<file path="config.mk">
export PLATFORM = sky130hd
export DESIGN_NAME = pipelined_array_multiplier
export DESIGN_NICKNAME = d
export VERILOG_FILES = /design/src/rtl/pipelined_array_multiplier_pkg.sv /design/src/rtl/array_mult_row.sv /design/src/rtl/pipelined_array_multiplier.sv
export SDC_FILE = /design/constraint.sdc
export NUM_CORES = 1
export LEC_CHECK = 0
export ABC_AREA = 1
export BUFFER_PORTS_ARGS = -buffer_cell sky130_fd_sc_hd__buf_2
export CAP_MARGIN = 20
export CORE_UTILIZATION = 49
export DETAILED_ROUTE_END_ITERATION = 12
export GPL_TIMING_DRIVEN = 0
export SYNTH_ARGS = -nofsm -noshare
export SYNTH_HDL_FRONTEND = slang
export SYNTH_HIERARCHICAL = 1
export SYNTH_SLANG_ARGS = --single-unit
export TNS_END_PERCENT = 100
</file>
<file path="constraint.sdc">
create_clock -name clk -period 6.8 [get_ports clk]
set_input_delay 0.34 -clock clk [delete_from_list [all_inputs] [get_ports clk]]
set_output_delay 0.34 -clock clk [all_outputs]
set_load 0.05 [all_outputs]
</file>
<file path="src/rtl/pipelined_array_multiplier_pkg.sv">
// Shared constants and helpers for the pipelined array multiplier.
// Signed (Baugh-Wooley) operation is selected with the SIGNED_MODE_EN macro.
package pipelined_array_multiplier_pkg;

  localparam int MIN_WIDTH = 2;
  localparam int MAX_WIDTH = 32;
  localparam int MAX_TAG_W = 16;

  function automatic int prod_width(input int width);
    return 2 * width;
  endfunction

endpackage

</file>
<file path="src/rtl/array_mult_row.sv">
// One combinational carry-save row: folds partial-product row ROW into (sum, carry).
// With SIGNED_MODE_EN defined, the Baugh-Wooley MSB row/column bits are inverted.
module array_mult_row
  import pipelined_array_multiplier_pkg::*;
#(
  parameter int WIDTH = 8,
  parameter int ROW   = 0
) (
  input  logic [WIDTH-1:0]             i_a,
  input  logic                         i_b_bit,
  input  logic [prod_width(WIDTH)-1:0] i_sum,
  input  logic [prod_width(WIDTH)-1:0] i_carry,
  output logic [prod_width(WIDTH)-1:0] o_sum,
  output logic [prod_width(WIDTH)-1:0] o_carry
);

  localparam int PW = prod_width(WIDTH);

  logic [WIDTH-1:0] w_pp_bits;
  logic [PW-1:0]    w_pp;
  logic [PW-1:0]    w_maj;

  genvar gi;
  generate
    for (gi = 0; gi < WIDTH; gi++) begin : g_pp
`ifdef SIGNED_MODE_EN
      // Invert bits where exactly one of (column, row) is the sign position.
      if ((gi == WIDTH - 1) != (ROW == WIDTH - 1)) begin : g_inv
        assign w_pp_bits[gi] = ~(i_a[gi] & i_b_bit);
      end else begin : g_pos
        assign w_pp_bits[gi] = i_a[gi] & i_b_bit;
      end
`else
      assign w_pp_bits[gi] = i_a[gi] & i_b_bit;
`endif
    end
  endgenerate

  assign w_pp    = {{WIDTH{1'b0}}, w_pp_bits} << ROW;
  assign o_sum   = i_sum ^ i_carry ^ w_pp;
  assign w_maj   = (i_sum & i_carry) | (i_sum & w_pp) | (i_carry & w_pp);
  assign o_carry = w_maj << 1;

endmodule

</file>
<file path="src/rtl/pipelined_array_multiplier.sv">
// Fully pipelined WIDTHxWIDTH array multiplier with valid/ready, tag pass-through,
// and optional two's-complement mode (SIGNED_MODE_EN). Latency WIDTH+1 edges.
module pipelined_array_multiplier
  import pipelined_array_multiplier_pkg::*;
#(
  parameter int WIDTH = 8,
  parameter int TAG_W = 4
) (
  input  logic                         clk,
  input  logic                         rst,
  input  logic                         in_valid,
  output logic                         in_ready,
  input  logic [WIDTH-1:0]             a,
  input  logic [WIDTH-1:0]             b,
  input  logic [TAG_W-1:0]             in_tag,
  output logic                         out_valid,
  input  logic                         out_ready,
  output logic [prod_width(WIDTH)-1:0] p,
  output logic [TAG_W-1:0]             out_tag
);

  localparam int PW = prod_width(WIDTH);
  localparam logic [PW-1:0] ONE = 1;
`ifdef SIGNED_MODE_EN
  localparam logic [PW-1:0] CORR = (ONE << WIDTH) | (ONE << (PW - 1));
`else
  localparam logic [PW-1:0] CORR = '0;
`endif

  logic w_adv;

  // Operand capture register feeding row 0.
  logic             r_in_valid;
  logic [WIDTH-1:0] r_in_a;
  logic [WIDTH-1:0] r_in_b;
  logic [TAG_W-1:0] r_in_tag;

  // Carry-save row stages; the last stage needs no a/b any more.
  logic             r_valid [WIDTH];
  logic [PW-1:0]    r_sum   [WIDTH];
  logic [PW-1:0]    r_carry [WIDTH];
  logic [TAG_W-1:0] r_tag   [WIDTH];
  logic [WIDTH-1:0] r_a     [WIDTH-1];
  logic [WIDTH-1:0] r_b     [WIDTH-1];

  logic             r_out_valid;
  logic [PW-1:0]    r_p;
  logic [TAG_W-1:0] r_out_tag;

  logic             w_pre_valid [WIDTH];
  logic [WIDTH-1:0] w_pre_a     [WIDTH];
  logic [WIDTH-1:0] w_pre_b     [WIDTH];
  logic [PW-1:0]    w_pre_sum   [WIDTH];
  logic [PW-1:0]    w_pre_carry [WIDTH];
  logic [TAG_W-1:0] w_pre_tag   [WIDTH];
  logic [PW-1:0]    w_row_sum   [WIDTH];
  logic [PW-1:0]    w_row_carry [WIDTH];

  assign w_adv     = !r_out_valid || out_ready;
  assign in_ready  = w_adv;
  assign out_valid = r_out_valid;
  assign p         = r_p;
  assign out_tag   = r_out_tag;

  genvar gi;
  generate
    for (gi = 0; gi < WIDTH; gi++) begin : g_stage
      if (gi == 0) begin : g_first
        // Signed-mode correction constants enter as the initial carry vector.
        assign w_pre_valid[gi] = r_in_valid;
        assign w_pre_a[gi]     = r_in_a;
        assign w_pre_b[gi]     = r_in_b;
        assign w_pre_sum[gi]   = '0;
        assign w_pre_carry[gi] = CORR;
        assign w_pre_tag[gi]   = r_in_tag;
      end else begin : g_next
        assign w_pre_valid[gi] = r_valid[gi-1];
        assign w_pre_a[gi]     = r_a[gi-1];
        assign w_pre_b[gi]     = r_b[gi-1];
        assign w_pre_sum[gi]   = r_sum[gi-1];
        assign w_pre_carry[gi] = r_carry[gi-1];
        assign w_pre_tag[gi]   = r_tag[gi-1];
      end

      array_mult_row #(
        .WIDTH (WIDTH),
        .ROW   (gi)
      ) u_row (
        .i_a     (w_pre_a[gi]),
        .i_b_bit (w_pre_b[gi][0]),
        .i_sum   (w_pre_sum[gi]),
        .i_carry (w_pre_carry[gi]),
        .o_sum   (w_row_sum[gi]),
        .o_carry (w_row_carry[gi])
      );
    end
  endgenerate

  always_ff @(posedge clk) begin
    if (rst) begin
      r_in_valid <= 1'b0;
      r_in_a     <= '0;
      r_in_b     <= '0;
      r_in_tag   <= '0;
      for (int k = 0; k < WIDTH; k++) begin
        r_valid[k] <= 1'b0;
        r_sum[k]   <= '0;
        r_carry[k] <= '0;
        r_tag[k]   <= '0;
      end
      for (int k = 0; k < WIDTH - 1; k++) begin
        r_a[k] <= '0;
        r_b[k] <= '0;
      end
      r_out_valid <= 1'b0;
      r_p         <= '0;
      r_out_tag   <= '0;
    end else if (w_adv) begin
      r_in_valid <= in_valid;
      r_in_a     <= a;
      r_in_b     <= b;
      r_in_tag   <= in_tag;
      for (int k = 0; k < WIDTH; k++) begin
        r_valid[k] <= w_pre_valid[k];
        r_sum[k]   <= w_row_sum[k];
        r_carry[k] <= w_row_carry[k];
        r_tag[k]   <= w_pre_tag[k];
      end
      // Each stage consumes the low multiplier bit and passes the rest on.
      for (int k = 0; k < WIDTH - 1; k++) begin
        r_a[k] <= w_pre_a[k];
        r_b[k] <= w_pre_b[k] >> 1;
      end
      r_out_valid <= r_valid[WIDTH-1];
      r_p         <= r_sum[WIDTH-1] + r_carry[WIDTH-1];
      r_out_tag   <= r_tag[WIDTH-1];
    end
  end

endmodule

</file>
==> results.py, run 1 <==
metrics = {
    "run_status": {
        "run_status": "finished, final reports clean",
    },
    "setup_path": {
        "crit_family": "buffers and inverters",
        "path_cells": "inv_1 -> nor2_2 -> inv_2 -> nor2_2 -> inv_1 -> buf_8 -> buf_16 -> buf_16",
        "crit_arrival_ns": 2.59,
        "slowest_delay_ns": 0.49,
        "crit_required_ns": 6.99,
        "ff2ff_setup_slack_ns": 4.40,
        "critical_path_class": "reg2reg",
        "cp_slowest_cell": "buf_16",
        "critPathMaxFanout": 128,
        "worst-path-buf-inv": 6,
        "critical_path.startpoint_type": "register",
        "end_kind": "register",
    },
    "die": {
        "ios": 46,
        "die_w_um": 205,
        "initial_core_util": 0.502,
        "dieArea_sq_um": 41900,
        "rows": 73,
        "die_y_um": 205,
        "coreArea_sq_um": 40100,
    },
    "worst_hold_path": {
        "worstHoldPathType": "in2reg",
    },
    "placed_design": {
        "pre_cts_slack_ns": 4.28,
        "routabilityCongestion": 0.809,
        "hpwl_mm": 23.2,
        "portBuffers": 45,
    },
    "route": {
        "first_pass_iters": 5,
        "drt_iter0_markers": 654,
        "avgRoutedWirePerCell_um": 12.1,
        "drt-total-wl_mm": 32.9,
        "postRouteAntennaNets": 0,
        "vias": 11600,
        "post_drt_via_cell_ratio": 4.26,
        "drc_errors": 0,
    },
    "timing": {
        "clock_skew_ns": 0.0101,
        "slew_violations": 0,
        "relSlewSlack": 0.589,
        "final.period_utilization": 0.353,
        "period_needed_ns": 2.40,
        "hold_viol": 0,
        "worst_slack_ns": 4.40,
        "worst_pin_slew_ns": 0.616,
        "rsz0062_at_grt": "no",
        "setup_viol_count_final": 0,
        "fmax_mhz": 416,
    },
    "cells_and_area": {
        "nNetsFinal": 2316,
        "multi_input_area_sq_um": 5050,
        "drive_gt1_frac": 0.0839,
        "insertedDiodeCount": 0,
        "nFillCells": 3406,
        "syn2layout_area_growth_pct": 14.2,
        "regArea_sq_um": 12300,
    },
    "power": {
        "ir_drop_v": 0.000194,
        "finalPower_mw": 5.67,
        "p_leak_nw": 10.5,
        "power_density_nw_per_um2": 247,
    },
    "grt": {
        "gr-usage-all-layers": 0.168,
        "grt.overflow.total": 0,
        "grt_max_degree": 129,
        "antenna_found_initial": 0,
        "grt_pass1_vias": 11600,
        "grt_pass1_wl_mm": 54.8,
    },
    "clock_tree": {
        "cts-root-buf": "clkbuf_16",
        "postCtsSetupBuffers": 0,
        "cts_tree": "yes",
        "cts_buffer_depth": 3,
        "htree_levels": 2,
        "clk_latency_ns": 0.56,
        "clkSinkCount": 422,
        "cts_made_buffers": 46,
        "clk_pin_slew_worst_paths_ns": 0.06,
    },
    "flow_run": {
        "drv_cap": 0,
    },
    "synth": {
        "synth.distinct_cells": 27,
        "avgSynthCellArea_sq_um": 10.0,
        "yosysSeqAreaShare": 0.609,
        "syn_inst": 2006,
        "synth_warnings": 6,
        "ys_seq_elements": 422,
        "netlist_area_sq_um": 20100,
    },
}
worst min-delay path, cell delays in order:
cell,delay [ns]
buf_2,0.08
nor2_2,0.05
nor2_1,0.09
nor2_1,0.05
final timing paths:
check | start | end | cells past startpoint
worst max register to register | out_valid$_SDFFE_PP0N_ | r_sum[1][57]$_SDFFCE_PP0P_ | 8
worst min-delay path | out_ready | out_valid$_SDFFE_PP0N_ | 4
worst max-delay path | out_valid$_SDFFE_PP0N_ | r_sum[1][57]$_SDFFCE_PP0P_ | 8
worst min register to register | p[12]$_SDFFE_PP0N_ | p[12]$_SDFFE_PP0N_ | 2
cells in the mapped netlist:
master	count	area, sq um
inv_2	2	7.51
nand2_1	211	792
xnor2_1	1	8.76
and2_4	1	8.76
o21ai_0	19	95.1
nand4_1	1	6.26
buf_1	6	22.5
nand3b_1	2	15.0
buf_2	47	235
a32o_1	1	10.0
nor2_2	2	12.5
conb_1	9	33.8
nor2_1	395	1480
dfxtp_1	42	841
inv_1	690	2590
edfxtp_1	380	11400
or2_1	1	6.26
or2_2	1	6.26
a21oi_1	11	55.1
o21ai_1	7	35.0
buf_4	11	82.6
clkbuf_1	2	7.51
nor3_1	3	15.0
a22o_1	7	61.3
ha_1	71	888
fa_1	65	1300
nand3_1	18	90.1
stage by stage:
stage	utilization	cell area [sq um]	setup TNS [ns]	hold WS [ns]	std cells
after floorplan	-	20200	0	0.433	2039
after global placement	0.527	21100	-182.59	0.431	2609
after detailed placement	0.529	21200	0	0.436	2612
after CTS	0.573	23000	0	0.0712	2718
after global routing	0.573	23000	0	0.113	2718
final	0.573	23000	0	0.0967	2718
sequential cells by signal, indices dropped and copies added (netlist names), 16 cells and up:
signal / count
r_sum: 128
r_b: 28
r_tag: 32
p: 16
r_carry: 128
r_a: 56
final cells by class:
cell class,count,share of cell area
Timing Repair Buffer,69,0.0226
Buffer,66,0.0156
Clock buffer,62,0.0563
Multi-Input combinational cell,859,0.220
Tap cell,525,0.0286
Clock inverter,23,0.0108
Inverter,692,0.113
Sequential cell,422,0.533
layout by cell type (no fill, tap or decap):
cell type / n
dlygate4sd3_1: 21
clkinv_1: 4
inv_6: 1
inv_1: 690
edfxtp_1: 380
nand3b_1: 2
nor3_1: 3
ha_1: 71
clkinv_2: 9
and2_4: 1
conb_1: 42
buf_8: 1
buf_4: 11
nor2_2: 2
nand2_1: 211
or2_2: 1
a32o_1: 1
a22o_1: 7
xnor2_1: 1
nand4_1: 1
o21ai_0: 19
or2_1: 1
bufinv_16: 5
nand3_1: 18
clkbuf_1: 11
clkinvlp_4: 4
clkbuf_16: 47
nor2_1: 395
buf_16: 3
dfxtp_1: 42
inv_2: 2
clkbuf_8: 6
fa_1: 65
buf_1: 6
a21oi_1: 11
buf_2: 91
o21ai_1: 7
report_power, final:
part           switching, mW  total, mW  internal [mW]  leakage, nW
logic                  0.161      0.250         0.0890         4.81
clock network          0.998       2.52           1.52        0.750
registers             0.0221       2.89           2.87         4.98
total                   1.18       5.67           4.48         10.5
metal layers:
metal | up-vias | GRT usage | part of all wire
met2 | 172 | 0.311 | 0.52
met3 | 86 | 0.0352 | 0.038
li1 | 6107 | - | -
met1 | 5211 | 0.183 | 0.40
met4 | 0 | 0.0754 | 0.041
met5 | - | 0 | 0
cells by family (layout without fill, tap and decap cells):
family / Yosys count / in the layout / synth area share
buffers and inverters: 758 / 912 / 0.146
and+or+nand+nor: 635 / 635 / 0.121
DFF: 422 / 422 / 0.609
adders and majority gates: 136 / 136 / 0.109
AOI/OAI and AO/OA: 45 / 45 / 0.0127
other: 9 / 42 / 0.00168
xor gates and xnor gates: 1 / 1 / 0.000435
what timing repair did:
action | in CTS | in global routing
hold buffers | 21 | 0
resized for setup | 0 | 0
hold endpoints to repair | 21 | 0
setup endpoints to repair | 0 | 0
No activity file was read; power rests on OpenSTA's default activity.
==> run 2: changes to the inputs <==
--- a/config.mk
+++ b/config.mk
@@ -11,6 +11,7 @@
 export CORE_UTILIZATION = 49
 export DETAILED_ROUTE_END_ITERATION = 12
 export GPL_TIMING_DRIVEN = 0
+export PLACE_DENSITY = 0.67
 export SYNTH_ARGS = -nofsm -noshare
 export SYNTH_HDL_FRONTEND = slang
 export SYNTH_HIERARCHICAL = 1
==> constraint.sdc (replaced) <==
create_clock -name clk -period 1.9 [get_ports clk]
set_input_delay 0.095 -clock clk [delete_from_list [all_inputs] [get_ports clk]]
set_output_delay 0.095 -clock clk [all_outputs]
set_load 0.05 [all_outputs]
==> run 2 against run 1 <==
  * Power grew to 3.5 times the previous value
  * Utilization rose by 0.16 points
  * First-iteration DRC count fell by 21%
  * Via count barely moved
  * Sequential power increased to 3.6 times the previous value
  * Flip-flop and latch count stayed put
  * Critical endpoint is now r_sum[1][16]$_SDFFCE_PN0P_
  * Largest cell class unchanged
==> results.py, run 2 (synthesis gave the netlist of run 1 again) <==
metrics = {
    "timing": {
        "final.period_utilization": 0.933,
        "fmax_mhz": 564,
        "slew_violations": 0,
        "worst_pin_slew_ns": 0.599,
        "relSlewSlack": 0.601,
        "worst_slack_ns": 0.127,
        "hold_viol": 0,
        "rsz0062_at_grt": "no",
        "clock_skew_ns": 0.0175,
        "hold_slack_ns": 0.275,
        "period_needed_ns": 1.77,
        "fin_tns_setup_ns": 0,
        "setup_viol_count_final": 0,
    },
    "route": {
        "drc_errors": 0,
        "vias": 11600,
        "first_pass_iters": 5,
        "drt_iter0_markers": 519,
        "post_drt_via_cell_ratio": 4.25,
        "avgRoutedWirePerCell_um": 12.1,
        "postRouteAntennaNets": 0,
        "drt-total-wl_mm": 32.9,
    },
    "clock_tree": {
        "postCtsSetupBuffers": 0,
        "cts_buffer_depth": 3,
        "htree_levels": 2,
        "clkSinkCount": 422,
        "clk_latency_ns": 0.56,
        "clk_pin_slew_worst_paths_ns": 0.06,
        "cts_made_buffers": 45,
        "cts_tree": "yes",
        "cts-root-buf": "clkbuf_16",
    },
    "power": {
        "p_int_mw": 15.8,
        "ir_drop_v": 0.000685,
        "power_density_nw_per_um2": 866,
        "finalPower_mw": 19.9,
        "swShare": 0.207,
        "combPwrFrac": 0.045,
        "p_clk_frac": 0.436,
        "p_leak_nw": 10.6,
        "p_sw_mw": 4.13,
        "seqPwrFrac": 0.519,
    },
    "placed_design": {
        "routabilityCongestion": 0.835,
        "placedCellCount": 2610,
        "hpwl_mm": 22.0,
        "dpl-instance-area_sq_um": 21200,
        "pre_cts_slack_ns": -0.631,
        "portBuffers": 45,
    },
    "grt": {
        "gr-usage-all-layers": 0.165,
        "grt.overflow.total": 0,
        "grt_max_degree": 100,
        "grt_pass1_vias": 11700,
        "antenna_found_initial": 0,
        "grt_pass1_wl_mm": 54.1,
    },
    "worst_hold_path": {
        "hp-start": "a[5]",
        "worstHoldPathType": "in2reg",
        "holdPathStages": 4,
        "min_to": "r_in_a[5]$_SDFFE_PP0N_",
    },
    "setup_path": {
        "critical_path_class": "reg2reg",
        "critPathMaxFanout": 10,
        "ff2ff_setup_slack_ns": 0.13,
        "crit_arrival_ns": 2.10,
        "timing.rr.end": "r_sum[1][16]$_SDFFCE_PN0P_",
        "critical_path.startpoint_type": "register",
        "crit_required_ns": 2.23,
        "end_kind": "register",
        "r2r-start": "out_valid$_SDFFE_PP0N_",
        "reg2reg_depth": 7,
    },
    "flow_run": {
        "drv_cap": 0,
    },
    "cells_and_area": {
        "fin_area_sq_um": 23000,
        "nNetsFinal": 2320,
        "insertedDiodeCount": 0,
        "largestRegisters": "r_carry: 128 flops, r_sum: 128 flops, r_a: 56 flops",
        "final_cells": 2721,
        "final_cell_mix": "inv_1 (688), nor2_1 (395), edfxtp_1 (380), nand2_1 (210), buf_2 (91)",
        "drive_gt1_frac": 0.0829,
        "syn2layout_area_growth_pct": 14.5,
        "final_common_cell": "inv_1",
        "final_core_util": 0.574,
        "nFillCells": 3325,
    },
    "die": {
        "coreArea_sq_um": 40100,
        "die_y_um": 205,
        "dieArea_sq_um": 41900,
        "initial_core_util": 0.502,
        "die_w_um": 205,
        "ios": 46,
        "rows": 73,
    },
    "run_status": {
        "run_status": "finished, final reports clean",
    },
}
## run 2: cell types whose count changed in the layout (fill, tap and decap cells not counted), moves of 2 or more
cell / delta
clkinvlp_4: -3
dlygate4sd3_1: +2
bufbuf_16: +2
clkbuf_1: +8
inv_6: +3
clkbuf_8: -6
inv_1: -2
nor2_4: +2
nor2_2: -2
clkinv_2: -4
## run 2: worst max-delay path by stage
stage	from	endpoint	slack, ns	depth (start not counted)
final	out_valid$_SDFFE_PP0N_	r_sum[1][16]$_SDFFCE_PN0P_	0.13	7
after global routing	r_sum[1][48]$_SDFFCE_PP0P_	p[14]$_SDFFE_PP0N_	0.05	10
after CTS	out_valid$_SDFFE_PP0N_	r_sum[1][39]$_SDFFCE_PP0P_	0.01	7
after detailed placement	out_valid$_SDFFE_PP0N_	r_sum[1][44]$_SDFFCE_PP0P_	-0.63	7
after global placement	out_valid$_SDFFE_PP0N_	r_carry[1][46]$_SDFFCE_PP0P_	-0.45	6
after floorplan	out_valid$_SDFFE_PP0N_	r_a[0][0]$_SDFFCE_PN0P_	-0.26	6
## run 2: power groups by stage
stage	sequential, mW	combinational, mW	clock (mW)
finish	10.4	0.894	8.69
global route	10.4	1.05	9.24
CTS	10.4	0.897	8.91
detailed placement	10.6	0.852	0
global placement	10.5	0.832	0
floorplan	10.5	0.605	0
## run 2: timing repair
item,4_1_cts,5_1_grt
hold endpoints to repair,23,0
resized for setup,1,4
gates cloned,4,1
pin swaps,0,1
hold buffers,23,0
setup endpoints to repair,193,146
## run 2: layer usage
| layer | up-vias | track usage | share of wire | wire, um |
|---|---|---|---|---|
| met5 | - | 0 | 0 | 0 |
| li1 | 6125 | - | - | - |
| met2 | 177 | 0.309 | 0.53 | 17300 |
| met4 | 0 | 0.0778 | 0.039 | 1270 |
| met3 | 82 | 0.0291 | 0.037 | 1220 |
| met1 | 5184 | 0.180 | 0.40 | 13100 |
## run 2: final cells by class
class                           count  area [sq um]  share of cell area
Sequential cell                   422         12300               0.532
Multi-Input combinational cell    859          5060               0.220
Clock inverter                     21           267              0.0116
Inverter                          692          2600               0.113
Tap cell                          525           657              0.0285
Clock buffer                       62          1190              0.0517
Timing Repair Buffer               74           628              0.0273
Buffer                             66           370              0.0161
## run 2: critical path: stages (launching register included)
cell and delay [ns]:
dfxtp_4 0.34, inv_2 0.06, nor2_4 0.05, nor2_1 0.21, inv_2 0.08, buf_2 0.23, buf_2 0.23, nor2_1 0.34
==> run 3: changes to the inputs <==
--- a/config.mk
+++ b/config.mk
@@ -11,9 +11,8 @@
 export CORE_UTILIZATION = 49
 export DETAILED_ROUTE_END_ITERATION = 12
 export GPL_TIMING_DRIVEN = 0
-export PLACE_DENSITY = 0.67
+export PLACE_DENSITY = 0.68
 export SYNTH_ARGS = -nofsm -noshare
 export SYNTH_HDL_FRONTEND = slang
-export SYNTH_HIERARCHICAL = 1
 export SYNTH_SLANG_ARGS = --single-unit
 export TNS_END_PERCENT = 100
==> run 3 against run 2 <==
  * Largest cell class unchanged
  * Count of clock-buffer cells in the layout is 16 lower
  * Highest routed layer unchanged
  * Routed wire length is 41% lower
  * Via count is 40% lower
  * Synthesized cell count is 45% lower
  * Clock power is 34% lower
  * Non-clock buffer count is 29 lower
  * Area after synthesis is 34% lower
  * The run now ends with DRC left
  * Cell area is 35% lower
  * Register-to-register slack worse by 0.04 ns
==> results.py, run 3 <==
metrics = {
    "timing": {
        "fmax_mhz": 552,
        "hold_viol": 0,
        "period_needed_ns": 1.81,
        "hold_slack_ns": 0.231,
        "worst_pin_slew_ns": 0.706,
        "rsz0062_at_grt": "no",
        "slew_violations": 0,
        "relSlewSlack": 0.529,
        "clock_skew_ns": 0.00965,
        "setup_viol_count_final": 0,
        "final.period_utilization": 0.953,
        "fin_tns_setup_ns": 0,
    },
    "die": {
        "coreArea_sq_um": 26200,
        "ios": 46,
        "rows": 59,
        "die_w_um": 166,
        "dieArea_sq_um": 27600,
        "die_y_um": 166,
        "initial_core_util": 0.503,
    },
    "power": {
        "p_leak_nw": 5.74,
        "power_density_nw_per_um2": 896,
        "ir_drop_v": 0.000746,
    },
    "cells_and_area": {
        "largestRegisters": "r_sum: 92 flops, r_a: 56 flops, r_carry: 49 flops",
        "regArea_sq_um": 8800,
        "final_core_util": 0.575,
        "syn2layout_area_growth_pct": 14.2,
        "multi_input_area_sq_um": 3060,
        "drive_gt1_frac": 0.179,
        "nFillCells": 2120,
        "largest_reg_flops": 92,
        "insertedDiodeCount": 0,
        "top_register": "r_sum",
        "nNetsFinal": 1292,
        "final_cell_mix": "inv_1 (267), edfxtp_1 (265), nor2_1 (162), nand2_1 (107), nor2_2 (100)",
        "final_common_cell": "inv_1",
    },
    "setup_path": {
        "path_depth": 4,
        "reg2reg_depth": 4,
        "slowest_delay_ns": 0.52,
        "path_cells": "inv_1 -> nor2_4 -> nand2_2 -> buf_16",
        "end_kind": "register",
        "crit_required_ns": 2.09,
        "critical_path.startpoint_type": "register",
        "critPathMaxFanout": 137,
        "ff2ff_setup_slack_ns": 0.09,
        "critical_path_class": "reg2reg",
        "cp_slowest_cell": "buf_16",
        "worst-path-buf-inv": 2,
        "crit_family": "buffers and inverters",
        "crit_arrival_ns": 2.00,
    },
    "synth": {
        "synth_warnings": 0,
        "ys_seq_elements": 307,
        "ys.flop_type": "edfxtp_1",
        "synth.distinct_cells": 24,
        "synth-edff-count": 265,
        "yosysMostFrequentCell": "inv_1",
        "synth_area_leaders": "edfxtp_1 (60%), inv_1 (7.6%), fa_1 (6.5%)",
        "netlist_area_sq_um": 13200,
        "synth_common_cells": "inv_1 (267), edfxtp_1 (265), nor2_1 (162), nand2_1 (108), nor2_2 (100)",
        "synth.top_cell.area_share": 0.603,
        "avgSynthCellArea_sq_um": 11.9,
        "postSynthNetCount": 1192,
        "synth-async-reset-ratio": 0,
        "syn_inst": 1111,
        "yosysTopAreaCell": "edfxtp_1",
        "yosysSeqAreaShare": 0.667,
    },
    "clock_tree": {
        "clkSinkCount": 307,
        "cts_made_buffers": 31,
        "clk_pin_slew_worst_paths_ns": 0.06,
        "cts-root-buf": "clkbuf_16",
        "clk_latency_ns": 0.55,
        "cts_tree": "yes",
        "htree_levels": 1,
        "cts_buffer_depth": 3,
        "postCtsSetupBuffers": 0,
    },
    "placed_design": {
        "portBuffers": 44,
        "routabilityCongestion": 0.810,
        "hpwl_mm": 12.2,
    },
    "grt": {
        "grt.overflow.total": 0,
        "grt_max_degree": 138,
        "antenna_found_initial": 0,
        "grt_pass1_wl_mm": 32.8,
        "grt_pass1_vias": 6813,
        "gr-usage-all-layers": 0.148,
    },
    "worst_hold_path": {
        "holdPathStages": 4,
        "worstHoldPathType": "in2reg",
    },
    "route": {
        "vias": 6918,
        "postRouteAntennaNets": 0,
        "drt-total-wl_mm": 19.4,
        "drc_errors": 8,
        "first_pass_iters": 9,
        "avgRoutedWirePerCell_um": 12.3,
        "drt_iter0_markers": 373,
        "post_drt_via_cell_ratio": 4.41,
    },
    "run_status": {
        "violations": "DRC",
        "run_status": "finished, violations left",
    },
    "flow_run": {
        "drv_cap": 0,
    },
}
==> run 3: cell types whose count changed in the layout (fill, tap and decap cells not counted), sizes merged, moves of 7 or more <==
cell / delta
buf: -36
edfxtp: -115
conb: -42
nand2: -103
a22o: +7
inv: -424
fa: -22
ha: -57
nand3: -11
nor2: -133
==> run 3: worst min-delay path, stage by stage <==
cell and delay (ns):
buf_2 0.10, nor2_4 0.05, nand2_2 0.34, o21ai_0 0.13
==> run 3: path summary, 6_finish.rpt <==
check / start / endpoint
setup / recovery: out_valid$_SDFFE_PP0N_ / r_b[0][3]$_SDFFCE_PP0P_
hold / removal: out_ready / r_in_a[4]$_SDFFE_PP0N_
setup reg to reg: out_valid$_SDFFE_PP0N_ / r_b[0][3]$_SDFFCE_PP0P_
hold reg to reg: r_valid[7]$_SDFFCE_PP0P_ / out_valid$_SDFFE_PP0N_
==> run 3: power by group <==
| group | leakage [nW] | internal [mW] | switching [mW] | total (mW) |
|---|---|---|---|---|
| Sequential | 3.60 | 7.32 | 0.0259 | 7.35 |
| Clock | 0.464 | 3.35 | 2.40 | 5.75 |
| Combinational | 1.68 | 0.149 | 0.256 | 0.405 |
| Total | 5.74 | 10.8 | 2.68 | 13.5 |
==> run 3: cells by family (layout without fill, tap and decap cells) <==
| family | Yosys count | in the layout | synth area share |
|---|---|---|---|
| AND/OR/NAND/NOR | 388 | 388 | 0.132 |
| AO/OA/AOI/OAI | 43 | 43 | 0.0205 |
| XOR/XNOR | 1 | 1 | 0.000664 |
| flip-flops | 307 | 307 | 0.667 |
| adder cells (fa/ha/maj) | 57 | 57 | 0.0785 |
| buffers and inverters | 315 | 439 | 0.101 |
==> run 3: per-stage QoR <==
step	power, mW	setup slack [ns]	area [sq um]	instances
after floorplan	7.74	0.00166	13200	1111
after global placement	7.86	-0.351	13900	1490
after detailed placement	7.87	-0.409	13900	1490
after CTS	13.7	0.130	15100	1570
after global routing	13.9	0.00470	15100	1570
final	13.5	0.0897	15100	1570
==> run 3: area by class of cell <==
cell class	count	share of cell area
sequential	307	0.584
multi-input combinational	489	0.203
inverter	271	0.0675
clock buffer	46	0.0566
timing repair buffer	67	0.0311
tap	335	0.0278
buffer	44	0.0226
clock inverter	11	0.00706
==> run 3: repair_timing <==
action / 4_1_cts / 5_1_grt
endpoints found under the setup margin: 274 / 0
gates resized for setup: 2 / 0
hold endpoints to repair: 24 / 0
hold buffers: 22 / 0
==> run 3: layer usage <==
layer | track usage | wire length [um]
met1 | 0.176 | 8120
met2 | 0.273 | 10000
met3 | 0.0262 | 710
met4 | 0.0459 | 542
met5 | 0 | 0
